**config.mk**
```make
export PLATFORM = sky130hd
export DESIGN_NAME = tdc_uart_framer
export DESIGN_NICKNAME = d
export VERILOG_FILES = /design/src/rtl/tdc_uart_framer_pkg.sv /design/src/rtl/tdc_uart_framer_rr_arbiter.sv /design/src/rtl/tdc_uart_framer.sv
export SDC_FILE = /design/constraint.sdc
export NUM_CORES = 1
export LEC_CHECK = 0
export BUFFER_PORTS_ARGS = -buffer_cell sky130_fd_sc_hd__buf_4
export CAP_MARGIN = 20
export CORE_MARGIN = 5
export CORE_UTILIZATION = 54
export DETAILED_ROUTE_END_ITERATION = 7
export PLACE_DENSITY = 0.88
export SYNTH_ARGS = -nofsm -noshare
export SYNTH_HDL_FRONTEND = slang
export SYNTH_SLANG_ARGS = --single-unit
```
**constraint.sdc**
```tcl
create_clock -name iClk -period 3.8 [get_ports iClk]
set_input_delay 0.19 -clock iClk [delete_from_list [all_inputs] [get_ports iClk]]
set_output_delay 0.19 -clock iClk [all_outputs]
set_load 0.01 [all_outputs]
```
**src/rtl/tdc_uart_framer_pkg.sv**
```systemverilog
// -----------------------------------------------------------------------------
// tdc_uart_framer_pkg
// Shared definitions for the TDC-to-UART framer:
//   state_t        frame FSM state encoding
//   SYNC_DEFAULT   default frame start byte
//   DIG_OUT        width of the digital byte output towards the UART
//   clog2_min1()   index width helper that never returns 0
// -----------------------------------------------------------------------------
package tdc_uart_framer_pkg;

   typedef enum logic [2:0] {
      ST_IDLE,
      ST_READ,
      ST_LATCH,
      ST_SYNC,
      ST_HDR,
      ST_DATA,
      ST_CSUM
   } state_t;

   localparam logic [7:0] SYNC_DEFAULT = 8'hA5;
   localparam int         DIG_OUT      = 8;

   // A one-entry selector still needs a 1-bit index.
   function automatic int clog2_min1(input int n);
      return (n <= 2) ? 1 : $clog2(n);
   endfunction

endpackage

```
**src/rtl/tdc_uart_framer_rr_arbiter.sv**
```systemverilog
// -----------------------------------------------------------------------------
// rr_arbiter
// Purely combinational round-robin selector. The search starts at the
// channel after the last one served and wraps around.
//   req    in   N_CH    request vector (1 = channel has data)
//   last   in   PTR_W   index of the channel served last
//   grant  out  PTR_W   selected channel index (0 when nothing requested)
//   valid  out  1       at least one request present
// -----------------------------------------------------------------------------
module rr_arbiter
   import tdc_uart_framer_pkg::*;
#(
   parameter  int N_CH  = 4,
   localparam int PTR_W = clog2_min1(N_CH)
) (
   input  logic [N_CH-1:0]  req,
   input  logic [PTR_W-1:0] last,
   output logic [PTR_W-1:0] grant,
   output logic             valid
);

   int idx;

   // Walk the offsets from far to near so the nearest requester after
   // 'last' is the final (winning) assignment.
   always_comb begin
      grant = '0;
      valid = 1'b0;
      idx   = 0;
      for (int i = N_CH - 1; i >= 0; i--) begin
         idx = int'(last) + 1 + i;
         if (idx >= N_CH) begin
            idx = idx - N_CH;
         end
         if (req[idx]) begin
            grant = PTR_W'(idx);
            valid = 1'b1;
         end
      end
   end

endmodule

```
**src/rtl/tdc_uart_framer.sv**
```systemverilog
// -----------------------------------------------------------------------------
// tdc_uart_framer
// Pulls one TDC word at a time from N_CH FIFOs (round-robin) and sends it to a
// UART transmitter as a frame: SYNC, HDR {seq, channel}, NB_WORD/8 data bytes
// (LSB first), CSUM (XOR of HDR and data bytes).
//   iClk       in   1             clock, rising edge
//   iRst       in   1             asynchronous active-high reset
//   iEnable    in   1             allows a new frame to start
//   iEmpty     in   N_CH          per-channel FIFO empty flags
//   oReadEN    out  N_CH          one-hot single-cycle FIFO read pulse
//   iData      in   N_CH*NB_WORD  channel k at [k*NB_WORD +: NB_WORD]
//   oTxByte    out  8             byte to the UART
//   oTxValid   out  1             oTxByte valid
//   iTxReady   in   1             UART accepts the byte
//   oBusy      out  1             frame in progress (state not IDLE)
//   oSeq       out  4             sequence number of the next frame
// -----------------------------------------------------------------------------
module tdc_uart_framer
   import tdc_uart_framer_pkg::*;
#(
   parameter int         NB_WORD = 32,
   parameter int         N_CH    = 4,
   parameter logic [7:0] SYNC    = SYNC_DEFAULT
) (
   input  logic                      iClk,
   input  logic                      iRst,
   input  logic                      iEnable,
   input  logic [N_CH-1:0]           iEmpty,
   output logic [N_CH-1:0]           oReadEN,
   input  logic [N_CH*NB_WORD-1:0]   iData,
   output logic [DIG_OUT-1:0]        oTxByte,
   output logic                      oTxValid,
   input  logic                      iTxReady,
   output logic                      oBusy,
   output logic [3:0]                oSeq
);

   localparam int PTR_W  = clog2_min1(N_CH);
   localparam int NBYTES = NB_WORD / 8;
   localparam int CNT_W  = clog2_min1(NBYTES);

   state_t             state_reg;
   logic [PTR_W-1:0]   sel_reg;
   logic [PTR_W-1:0]   last_reg;
   logic [NB_WORD-1:0] word_reg;
   logic [CNT_W-1:0]   byte_cnt_reg;
   logic [7:0]         csum_reg;
   logic [3:0]         seq_reg;

   logic [PTR_W-1:0]   grant;
   logic               grant_valid;
   logic [7:0]         hdr_byte;
   logic               tx_fire;

   logic [NB_WORD-1:0] ch_word [N_CH];

   genvar gi;
   generate
      for (gi = 0; gi < N_CH; gi++) begin : g_ch_word
         assign ch_word[gi] = iData[gi*NB_WORD +: NB_WORD];
      end
   endgenerate

   rr_arbiter #(
      .N_CH (N_CH)
   ) u_rr_arbiter (
      .req   (~iEmpty),
      .last  (last_reg),
      .grant (grant),
      .valid (grant_valid)
   );

   assign hdr_byte = {seq_reg, 4'(sel_reg)};
   assign tx_fire  = oTxValid & iTxReady;
   assign oSeq     = seq_reg;

   // The next byte is always loaded on the transfer of the current one, so
   // oTxByte is held untouched for as long as the UART stalls.
   always_ff @(posedge iClk or posedge iRst) begin
      if (iRst) begin
         state_reg    <= ST_IDLE;
         sel_reg      <= '0;
         last_reg     <= PTR_W'(N_CH - 1);
         word_reg     <= '0;
         byte_cnt_reg <= '0;
         csum_reg     <= '0;
         seq_reg      <= '0;
         oReadEN      <= '0;
         oTxByte      <= '0;
         oTxValid     <= 1'b0;
         oBusy        <= 1'b0;
      end else begin
         case (state_reg)
            ST_IDLE: begin
               if (iEnable && grant_valid) begin
                  sel_reg        <= grant;
                  oReadEN        <= '0;
                  oReadEN[grant] <= 1'b1;
                  oBusy          <= 1'b1;
                  state_reg      <= ST_READ;
               end
            end

            ST_READ: begin
               oReadEN   <= '0;
               state_reg <= ST_LATCH;
            end

            // FIFO data appears one cycle after the read pulse.
            ST_LATCH: begin
               word_reg  <= ch_word[sel_reg];
               oTxByte   <= SYNC;
               oTxValid  <= 1'b1;
               state_reg <= ST_SYNC;
            end

            ST_SYNC: begin
               if (tx_fire) begin
                  oTxByte   <= hdr_byte;
                  csum_reg  <= hdr_byte;
                  state_reg <= ST_HDR;
               end
            end

            ST_HDR: begin
               if (tx_fire) begin
                  oTxByte      <= word_reg[7:0];
                  word_reg     <= word_reg >> 8;
                  byte_cnt_reg <= '0;
                  state_reg    <= ST_DATA;
               end
            end

            // csum_reg accumulates the byte being transferred right now.
            ST_DATA: begin
               if (tx_fire) begin
                  csum_reg <= csum_reg ^ oTxByte;
                  if (byte_cnt_reg == CNT_W'(NBYTES - 1)) begin
                     oTxByte   <= csum_reg ^ oTxByte;
                     state_reg <= ST_CSUM;
                  end else begin
                     oTxByte      <= word_reg[7:0];
                     word_reg     <= word_reg >> 8;
                     byte_cnt_reg <= byte_cnt_reg + CNT_W'(1);
                  end
               end
            end

            ST_CSUM: begin
               if (tx_fire) begin
                  seq_reg      <= seq_reg + 4'd1;
                  last_reg     <= sel_reg;
                  oTxValid     <= 1'b0;
                  oTxByte      <= '0;
                  oBusy        <= 1'b0;
                  csum_reg     <= '0;
                  byte_cnt_reg <= '0;
                  state_reg    <= ST_IDLE;
               end
            end

            default: begin
               oReadEN   <= '0;
               oTxValid  <= 1'b0;
               oBusy     <= 1'b0;
               state_reg <= ST_IDLE;
            end
         endcase
      end
   end

endmodule

```
==> results of run 1 <==
final timing paths:
| check | end | cells after the start | start | slack, ns |
|---|---|---|---|---|
| min reg2reg | word_reg[14]$_DFFE_PP0P_ | 2 | word_reg[14]$_DFFE_PP0P_ | 0.49 |
| min | word_reg[0]$_DFFE_PP0P_ | 2 | iRst | 0.004 |
| max in group asynchronous | oTxByte[2]$_DFFE_PP0P_ | 3 | iRst | 2.92 |
| min in group iClk | oTxValid$_DFFE_PP0P_ | 4 | iTxReady | 0.18 |
| max reg2reg | word_reg[9]$_DFFE_PP0P_ | 4 | state_reg[0]$_DFFE_PP0P_ | 1.30 |
| max | word_reg[9]$_DFFE_PP0P_ | 4 | state_reg[0]$_DFFE_PP0P_ | 1.30 |
metal layers:
layer / GRT usage, % / vias up / wire, um
met1: 31.06 / 1928 / 4703
met4: 12.08 / 0 / 509
met5: 0 / - / 0
met3: 7.856 / 49 / 1043
met2: 45.45 / 206 / 6614
li1: - / 1779 / -
synthesized netlist by cell type, types with 2 or more instances:
library cell,n
dfrtp_1,65
nand2_1,51
mux4_2,32
o21ai_0,30
mux2i_1,24
nor2_1,21
o21ai_1,21
a21oi_1,18
buf_2,16
a22o_1,15
a32o_1,8
buf_4,8
nand3_1,7
nor3b_1,7
clkbuf_1,6
inv_1,6
nor2b_1,5
a211oi_1,4
and2_1,3
mux2_1,3
nor4_1,3
o311ai_1,3
a31oi_1,2
dfstp_2,2
ha_1,2
nand4_1,2
nor3_1,2
or3_1,2
or4b_1,2
xnor2_1,2
xor2_1,2
kinds of logic after synthesis:
logic type	Yosys count	share of synthesized area [%]
compound gates	115	17.85
xor+xnor	4	0.8261
fa+ha+maj	2	0.5899
buf+inv	38	4.720
flops	67	39.59
mux	59	23.45
simple gates	112	12.98
power by group through the flow:
stage	Clock, mW	Sequential [mW]	Combinational (mW)
final	0.721	1.46	2.02
after global routing	0.765	1.52	2.20
after CTS	0.728	1.46	2.02
after detailed placement	0	1.46	2.01
after global placement	0	1.47	1.85
after floorplan	0	1.24	1.66
through the flow:
| step | setup WS [ns] | total power, mW | hold WS, ns | utilization (%) | area, um^2 |
|---|---|---|---|---|---|
| after floorplan | 1.930 | 2.899 | 0.3980 | - | 4242 |
| after global placement | 1.520 | 3.322 | 0.3801 | 70.26 | 5401 |
| after detailed placement | 1.356 | 3.470 | 0.3924 | 70.62 | 5429 |
| after CTS | 1.336 | 4.209 | 0.02495 | 73.76 | 5670 |
| after global routing | 1.079 | 4.488 | 0.07708 | 73.76 | 5670 |
| final | 1.304 | 4.202 | 0.004191 | 73.76 | 5670 |
final cells by class:
class	count	area (um^2)
flip-flops and latches	67	1680
clock buffers	11	141.4
well taps	102	127.6
multi-input cells	292	2385
fillers	522	2017
inverters	6	22.52
repair buffers	159	1214
clock inverters	5	100.1
==> metrics.txt, run 1 <==
Worst setup EP type=flop; largest net degree at the start of global routing=43; Slew HR=46.23%; hold buffer count at CTS=0; RSZ-0062 raised after global routing=false; worst stage delay on the critical path=0.81 ns; clock network fraction of design power=17.2%; gr ovfl total=0; syn avg cell area=10.68 um^2; vias per cell=6.171; routed vias=3962; area of the mapped netlist=4242 um^2; DRT iter0 DRCs=243; global-route wire length before repair=20520 um; post-synth top area share=38.35%; worst-path maximum fanout=42; Worst-Margin Slew=0.8053 ns; setup TNS=0 ns; post-synthesis cell type count=54; clock buffer depth=2; Reg clk slew, reported paths=0.07 ns; Top Ports=154; Overall Global Routing Usage=26.65%; post-synthesis sequential area ratio=39.59%; Die X-Extent=98.63 um; worst skew pair latency=0.34 ns; clock root cell=clkbuf_8; number of setup violations in the final report=0; largest cells by area after synthesis=dfrtp_1 38%, mux4_2 17%, mux2i_1 5.7%; fin crit period=2.496 ns; NetSw=1.681 mW; H-tree levels=3; EDFF count, synth=0; drc violations=0; TritonCTS Buffers=9; Clock Sinks=67; Comb power frac=48.0%; Cell Rows=32; Final Non-Filler Cells=642; Post-Synthesis Cells=397; sequential share of power=34.8%; Worst Skew=0.006052 ns; Post-Place Cells=626; CP Data Arrival Time=2.71 ns; fraction of registers with async set/reset=100.0%; Hold Crit Class=in2async; core area=7687 um^2; crit path buf inv count=1; worst vdd rail ir drop=0.0004862 V; P per Cell Area=741.1 nW/um^2; number of global-route vias before repair=4218; final slew viol count=0; die area=9727 um^2; Internal=2.521 mW; max FFs per register=32; I/O Buffers=153; DR WL/cell=20.05 um; Routability Congestion=0.9293; post-synth top area cell=dfrtp_1; worst path required time=4.01 ns; ant diodes=0; Synthesis Warnings=0; Post-layout nets=673; initial core utilization=55.18%; run status=finished clean; WS Path Type=reg2reg; Final period util=65.69%; First-pass DRT Iterations=4; CP Cell Sequence=nand2_1 > a31oi_4 > buf_4 > o21ai_0; leading cell type in the layout, fill and taps excluded=buf_4; Area Growth Syn to Fin=33.69%; initial antenna violation count=0; Resize count post-CTS=0; DRT Wirelength=12870 um; Detailed Place HPWL=9916 um; switching share of power=40.01%; final number of hold-violating endpoints=0; Fmax achieved=0.4006 GHz; Post-synth top flop=dfrtp_1; Yosys reg bits=67; Lkg Pwr=2.517 nW; post-route ant nets=0; slowest CP cell=dfrtp_1; die height=98.63 um; setup bufs post-CTS=0; most frequent cells in the layout=158 x buf_4, 64 x dfrtp_1, 51 x nand2_1; Max-Cap Viols=0; share of post-route cells with drive strength above 1=40.37%; Syn Nets=535; Worst setup SP type=flop; CTS tree=built; cell family with most CP delay=flip-flops
Note: power is estimated with default switching activity, not from simulation.
==> run 2, diff against run 1 <==
--- a/config.mk
+++ b/config.mk
@@ -5,12 +5,13 @@
 export SDC_FILE = /design/constraint.sdc
 export NUM_CORES = 1
 export LEC_CHECK = 0
+export ABC_AREA = 1
 export BUFFER_PORTS_ARGS = -buffer_cell sky130_fd_sc_hd__buf_4
 export CAP_MARGIN = 20
 export CORE_MARGIN = 5
-export CORE_UTILIZATION = 54
+export CORE_UTILIZATION = 46
 export DETAILED_ROUTE_END_ITERATION = 7
-export PLACE_DENSITY = 0.88
+export PLACE_DENSITY = 0.8
 export SYNTH_ARGS = -nofsm -noshare
 export SYNTH_HDL_FRONTEND = slang
 export SYNTH_SLANG_ARGS = --single-unit
==> constraint.sdc (replaced) <==
create_clock -name iClk -period 2.2 [get_ports iClk]
set_input_delay 0.11 -clock iClk [delete_from_list [all_inputs] [get_ports iClk]]
set_output_delay 0.11 -clock iClk [all_outputs]
set_load 0.01 [all_outputs]
==> run 2 against run 1 <==
Routed wire length grew 3.0%; sequential power is 54% higher; largest cell class unchanged; design area grew 0.46%; die area increased by 17%; power increased by 75%; critical endpoint is now oReadEN[3]$_DFFE_PP0P_; register-to-register slack worse by 1.1 ns.
==> metrics.txt, run 2 <==
Yosys reg bits=67 (unchanged); leading cell type in the layout, fill and taps excluded=buf_4; Worst-Margin Slew=0.6051 ns (-0.2002 ns); syn avg cell area=6.894 um^2 (-35%); metal2 WL=6830 um (+3.3%); vias per cell=5.455 (-12%); Comb power frac=57.1% (+9.1 points); fraction of registers with async set/reset=100.0% (unchanged); fillcell total=828 (+59%); Fmax achieved=0.5062 GHz (+26%); Slew HR=59.61% (+13 points); NetSw=3.513 mW (+110%); Worst setup EP type=flop; number of global-route vias before repair=4704 (+12%); Hold Path Origin=iData[29]; Worst setup SP type=flop; TritonCTS Buffers=9 (unchanged); RR Startpoint=last_reg[0]$_DFFE_PP1P_; setup bufs post-CTS=0 (unchanged); Synthesis Warnings=0 (unchanged); CTS tree=built; P per Cell Area=1291 nW/um^2 (+74%); post-synth top area cell=dfrtp_1; Design Area, Final=5697 um^2 (+0.46%); core area=9196 um^2 (+20%); global-route wire length before repair=21760 um (+6.0%); post-synthesis cell type count=31 (-43%); Routability Congestion=0.8699 (-6.4%); run status=finished clean; EDFF count, synth=0 (unchanged); area of the mapped netlist=4302 um^2 (+1.4%); Top Ports=154 (unchanged); CP Data Arrival Time=2.22 ns (-0.49 ns); max FFs per register=32 (unchanged); final slew viol count=0 (unchanged); Die X-Extent=106.7 um (+8.2%); Reg2Reg Capture Point=oReadEN[3]$_DFFE_PP0P_; Clock Sinks=67 (unchanged); Cell Rows=35 (+9.4%); Area Growth Syn to Fin=32.43%; First-pass DRT Iterations=5 (+1); RSZ-0062 raised after global routing=false; Overall Global Routing Usage=23.49% (-3.2 points); sequential share of power=30.5% (-4.3 points); ant diodes=0 (unchanged); H-tree levels=3 (unchanged); largest net degree at the start of global routing=68 (+58%); worst hold stages=5; Reg2Reg Setup Slack=0.22 ns (-1.08 ns); Worst Skew=0.006363 ns (+0.0003109 ns); Syn Nets=762 (+42%); switching share of power=47.75% (+7.7 points); most common cell in the netlist=nand2_1; Post-Synthesis Cells=624 (+57%); I/O Buffers=153 (unchanged); WS Path Type=reg2reg; die area=11380 um^2 (+17%); met1 WL=5516 um (+17%); drc violations=0 (unchanged); DRT Wirelength=13250 um (+3.0%); gr ovfl total=0 (unchanged); post-synth top area share=37.81% (-0.54 points); R2R cell count=8 (+4); list of most frequent post-synthesis cells=126 x nand2_1, 122 x o21ai_0, 110 x nor2_1, 65 x dfrtp_1, 44 x o22ai_1; post-synthesis sequential area ratio=39.03% (-0.55 points); number of setup violations in the final report=0 (unchanged); Max-Cap Viols=0 (unchanged); clock buffer depth=2 (unchanged); uppermost layer routed=met4; Internal=3.843 mW (+52%); Reg clk slew, reported paths=0.07 ns (about the same); Post-synth top flop=dfrtp_1; routed vias=4811 (+21%); worst skew pair latency=0.34 ns (about the same); Detailed Place HPWL=10030 um (+1.2%); DRT iter0 DRCs=369 (+52%); post-route ant nets=0 (unchanged); initial antenna violation count=0 (unchanged); die height=106.7 um (+8.2%); clock root cell=clkbuf_8; initial core utilization=46.78% (-8.4 points); worst-path maximum fanout=12 (-71%); final number of hold-violating endpoints=0 (unchanged); fin crit period=1.976 ns (-0.5205 ns); worst path required time=2.45 ns (-1.56 ns); setup TNS=0 ns (unchanged); Placement Cell Area=5514 um^2 (+1.6%); hold endpoint=word_reg[29]$_DFFE_PP0P_; DR WL/cell=15.02 um (-25%); largest cells by area after synthesis=dfrtp_1 38%, o21ai_0 14%, nand2_1 11%; Lkg Pwr=2.824 nW (+12%); Hold Crit Class=in2reg; Final period util=89.80% (+24 points); met3 routed WL=684 um (-34%); worst vdd rail ir drop=0.0005686 V (+17%); most frequent cells in the layout=160 x buf_4, 126 x nand2_1, 122 x o21ai_0; Post-layout nets=904 (+34%); clock network fraction of design power=12.3% (-4.9 points); share of post-route cells with drive strength above 1=25.29% (-15 points)
-- run 2: how the worst max path moves through the flow --
stage	startpoint	endpoint	slack, ns	cells after the start
finish	last_reg[0]$_DFFE_PP1P_	oReadEN[3]$_DFFE_PP0P_	0.22	8
global placement	last_reg[0]$_DFFE_PP1P_	oReadEN[1]$_DFFE_PP0P_	0.34	8
detailed placement	last_reg[0]$_DFFE_PP1P_	oReadEN[3]$_DFFE_PP0P_	0.31	8
global route	last_reg[0]$_DFFE_PP1P_	oReadEN[3]$_DFFE_PP0P_	0.09	8
CTS	last_reg[0]$_DFFE_PP1P_	oReadEN[3]$_DFFE_PP0P_	0.24	8
floorplan	iRst	byte_cnt_reg[0]$_DFFE_PP0P_	0.41	1
-- run 2: through the flow --
stage	total power, mW	worst slack [ns]	utilization (%)	instances	hold WS, ns
3_5_place_dp	6.409	0.3120	59.96	865	0.2208
2_1_floorplan	5.184	0.4102	-	624	0.3928
3_3_place_gp	6.268	0.3411	59.96	865	0.2106
4_1_cts	7.352	0.2424	61.95	882	0.1610
5_1_grt	8.100	0.08570	61.95	882	0.1821
6_report	7.356	0.2244	61.95	882	0.1694
-- run 2: area by class of cell --
cell class,instances,area [um^2],share of cell area [%]
Clock buffer,14,162.7,2.855
Clock inverter,2,10.01,0.1757
Inverter,51,193.9,3.404
Multi-Input combinational cell,474,2260,39.67
Sequential cell,67,1680,29.50
Tap cell,111,138.9,2.438
Timing Repair Buffer,163,1251,21.96
-- run 2: repair_timing --
action,CTS,global route
hold buffers,1,0
setup endpoints to repair,0,0
hold endpoints to repair,65,0
resized for setup,0,0
-- run 2: worst max-delay path, cell delays in order (launching register included) --
cell	delay [ns]
dfstp_2	0.65
inv_1	0.16
nand2_1	0.10
nand2_1	0.07
nand2_1	0.08
o21ai_0	0.14
nor2_1	0.29
nand3_1	0.17
o21ai_0	0.22
-- run 2: power groups by stage --
stage | registers, mW | clock network [mW] | logic (mW)
after floorplan | 2.20 | 0 | 2.99
after global placement | 2.23 | 0 | 4.04
after detailed placement | 2.25 | 0 | 4.16
after CTS | 2.24 | 0.930 | 4.19
after global routing | 2.31 | 0.993 | 4.80
final | 2.25 | 0.908 | 4.20
-- run 2: cell families (layout without fill, tap and decap cells) --
| group | after synthesis | count (layout) | share of synthesized area (%) |
|---|---|---|---|
| AO/OA/AOI/OAI | 194 | 194 | 24.84 |
| XOR/XNOR | 10 | 10 | 2.036 |
| AND/OR/NAND/NOR | 268 | 268 | 25.07 |
| buffers and inverters | 83 | 230 | 8.435 |
| adder cells (fa/ha/maj) | 2 | 2 | 0.5816 |
| flip-flops | 67 | 67 | 39.03 |
-- run 2: per-layer routing --
layer / GRT usage, % / vias to the layer above
met3: 4.756 / 23
li1: - / 2366
met2: 41.37 / 149
met1: 29.56 / 2273
met4: 5.662 / 0
met5: 0 / -
==> run 3, diff against run 2 <==
--- a/config.mk
+++ b/config.mk
@@ -9,9 +9,11 @@
 export BUFFER_PORTS_ARGS = -buffer_cell sky130_fd_sc_hd__buf_4
 export CAP_MARGIN = 20
 export CORE_MARGIN = 5
-export CORE_UTILIZATION = 46
+export CORE_UTILIZATION = 47
 export DETAILED_ROUTE_END_ITERATION = 7
-export PLACE_DENSITY = 0.8
+export PLACE_DENSITY = 0.79
+export RECOVER_POWER = 100
 export SYNTH_ARGS = -nofsm -noshare
 export SYNTH_HDL_FRONTEND = slang
+export SYNTH_HIERARCHICAL = 1
 export SYNTH_SLANG_ARGS = --single-unit
==> run 3 against run 2 <==
Combinational power rose by 6.0%; sequential share of layout area is 2.2 points lower; via count is 5.4% higher; sequential cell count did not move; clock-buffer cell count down 3; critical path type unchanged.
==> metrics.txt, run 3 <==
DRT Wirelength=13250 um (unchanged); largest net degree at the start of global routing=78 (+15%); final core occ=60.52% (-1.4 points); P per Cell Area=1251 nW/um^2 (-3.1%); Post-layout nets=1022 (+13%); Final Non-Filler Cells=1023 (+16%); leading cell type in the layout, fill and taps excluded=nand2_1; Detailed Place HPWL=10050 um (+0.17%); post-synthesis cell type count=40 (+29%); I/O Buffers=153 (unchanged); most common cell in the netlist=nand2_1; CTS tree=built; clock buffer depth=2 (unchanged); global-route wire length before repair=21680 um (-0.35%); setup bufs post-CTS=0 (unchanged); clock root cell=clkbuf_8; Comb power frac=57.7% (+0.6 points); Top Ports=154 (unchanged); Placement Cell Area=6072 um^2 (+10%); Internal=3.923 mW (+2.1%); Hold Crit Class=in2reg; Fmax achieved=0.5203 GHz (+2.8%); post-synthesis sequential area ratio=34.55% (-4.5 points); Design Area, Final=6163 um^2 (+8.2%); CP Data Arrival Time=2.15 ns (-0.07 ns); H-tree levels=3 (unchanged); final slew viol count=0 (unchanged); Final period util=87.36% (-2.4 points); most frequent cells in the layout=282 x nand2_1, 142 x buf_4, 81 x nand3_1; core area=10180 um^2 (+11%); drc violations=0 (unchanged); Area Growth Syn to Fin=26.83%; worst vdd rail ir drop=0.0004669 V (-18%); sequential share of power=29.3% (-1.2 points); EDFF count, synth=0 (unchanged); Worst-Margin Slew=0.4828 ns (-0.1223 ns); Worst setup SP type=flop; Post-synth top flop=dfrtp_1; DRT iter0 DRCs=266 (-28%); WS Path Type=reg2reg; setup TNS=0 ns (unchanged); DR WL/cell=12.95 um (-14%); list of most frequent post-synthesis cells=279 x nand2_1, 81 x nand3_1, 71 x nor2_1, 65 x dfrtp_1, 65 x inv_1; Cell Rows=37 (+5.7%); post-synth top area share=33.47% (-4.3 points); Worst setup EP type=flop; Syn Nets=881 (+16%); fin crit period=1.922 ns (-0.05371 ns); worst path required time=2.43 ns (-0.02 ns); gr ovfl total=0 (unchanged); Yosys reg bits=67 (unchanged); Slew HR=67.70% (+8.1 points); clock network fraction of design power=13.0% (+0.7 points); initial core utilization=47.71% (+0.94 points); TritonCTS Buffers=9 (unchanged); fillcell total=1007 (+22%); syn avg cell area=6.541 um^2 (-5.1%); routed vias=5069 (+5.4%); First-pass DRT Iterations=4 (-1); number of setup violations in the final report=0 (unchanged); number of global-route vias before repair=4760 (+1.2%); Die X-Extent=111.7 um (+4.7%); initial antenna violation count=0 (unchanged); RSZ-0062 raised after global routing=false; Max-Cap Viols=0 (unchanged); final number of hold-violating endpoints=0 (unchanged); run status=finished clean; Clock Sinks=67 (unchanged); Post-Synthesis Cells=743 (+19%); worst-path maximum fanout=11 (-1); post-synth top area cell=dfrtp_1; die height=111.7 um (+4.7%); Reg clk slew, reported paths=0.07 ns (about the same); worst skew pair latency=0.35 ns (about the same); Worst Skew=0.009220 ns (+0.002857 ns); largest cells by area after synthesis=dfrtp_1 33%, nand2_1 22%, nand3_1 8.3%; final worst slack=0.2781 ns (+0.05371 ns); NetSw=3.789 mW (+7.9%); Post-Place Cells=1008 (+17%); vias per cell=4.955 (-9.2%); die area=12470 um^2 (+9.6%); max FFs per register=32 (unchanged); area of the mapped netlist=4860 um^2 (+13%); post-route ant nets=0 (unchanged); fraction of registers with async set/reset=100.0% (unchanged); ant diodes=0 (unchanged); worst slack, placed=0.3387 ns (+0.02675 ns); switching share of power=49.14% (+1.4 points); Synthesis Warnings=6 (+6); share of post-route cells with drive strength above 1=21.98% (-3.3 points); Overall Global Routing Usage=20.88% (-2.6 points); Lkg Pwr=3.396 nW (+20%); Routability Congestion=0.8633 (-0.76%)
==> run 3: cells by family (layout without fill, tap and decap cells) <==
logic type,after synthesis,count (layout),share of synthesized area [%]
xor gates and xnor gates,9,9,1.622
adders and majority gates,2,2,0.5149
AOI/OAI and AO/OA,86,86,10.53
and+or+nand+nor,469,469,42.33
DFF,67,67,34.55
buffers and inverters,110,254,10.45
==> run 3: what timing repair did <==
| item | 4_1_cts | 5_1_grt |
|---|---|---|
| gates resized for setup | 0 | 0 |
| endpoints found under the hold margin | 65 | 0 |
| hold buffers | 1 | 0 |
==> run 3: final timing paths <==
| kind | from | end | slack [ns] | cells past startpoint |
|---|---|---|---|---|
| worst max-delay path | last_reg[0]$_DFFE_PP1P_ | state_reg[0]$_DFFE_PP0P_ | 0.28 | 10 |
| worst min-delay path | iEnable | oBusy$_DFFE_PP0P_ | 0.08 | 3 |
| worst max register to register | last_reg[0]$_DFFE_PP1P_ | state_reg[0]$_DFFE_PP0P_ | 0.28 | 10 |
| worst min register to register | word_reg[19]$_DFFE_PP0P_ | word_reg[19]$_DFFE_PP0P_ | 0.47 | 2 |
| max in group asynchronous | iRst | last_reg[1]$_DFFE_PP1P_ | 1.46 | 4 |
| min in group asynchronous | iRst | oTxByte[3]$_DFFE_PP0P_ | 0.41 | 4 |
==> run 3: layout make-up <==
type / count / area [um^2] / share of cell area (%)
clock buffer: 11 / 141.4 / 2.294
clock inverter: 3 / 40.04 / 0.6496
sequential: 67 / 1680 / 27.26
tap: 136 / 170.2 / 2.761
timing repair buffer: 166 / 1201 / 19.49
inverter: 74 / 285.3 / 4.629
multi-input combinational: 566 / 2645 / 42.92
==> run 3: layer usage <==
layer	GRT usage [%]	part of all wire, %	routed length (um)
met5	0	0	0
met4	4.866	1.3	167
met3	5.924	7.1	946
met1	26.88	43	5678
met2	34.89	49	6458
==> run 3: power by group through the flow <==
stage	logic, mW	registers, mW	clock network (mW)
2_1_floorplan	3.50	2.19	0
3_3_place_gp	4.55	2.26	0
3_5_place_dp	4.62	2.28	0
4_1_cts	4.64	2.26	1.01
5_1_grt	5.08	2.34	1.07
6_report	4.45	2.26	1.00
==> run 3: through the flow <==
step                power [mW]  hold WS [ns]
floorplan                5.691        0.2801
global placement         6.807        0.2212
detailed placement       6.897        0.2195
CTS                      7.911       0.08790
global route             8.495       0.09498
finish                   7.712       0.08366
==> run 3: worst max-delay path, cell delays in order, from the launching register on <==
cell	delay, ns
dfstp_2	0.67
nand2_1	0.10
and2_0	0.16
nor2_1	0.14
nand4_1	0.16
nand2_1	0.10
nand4_1	0.10
nand2_1	0.15
inv_1	0.09
nand3_1	0.09
nand2_1	0.05
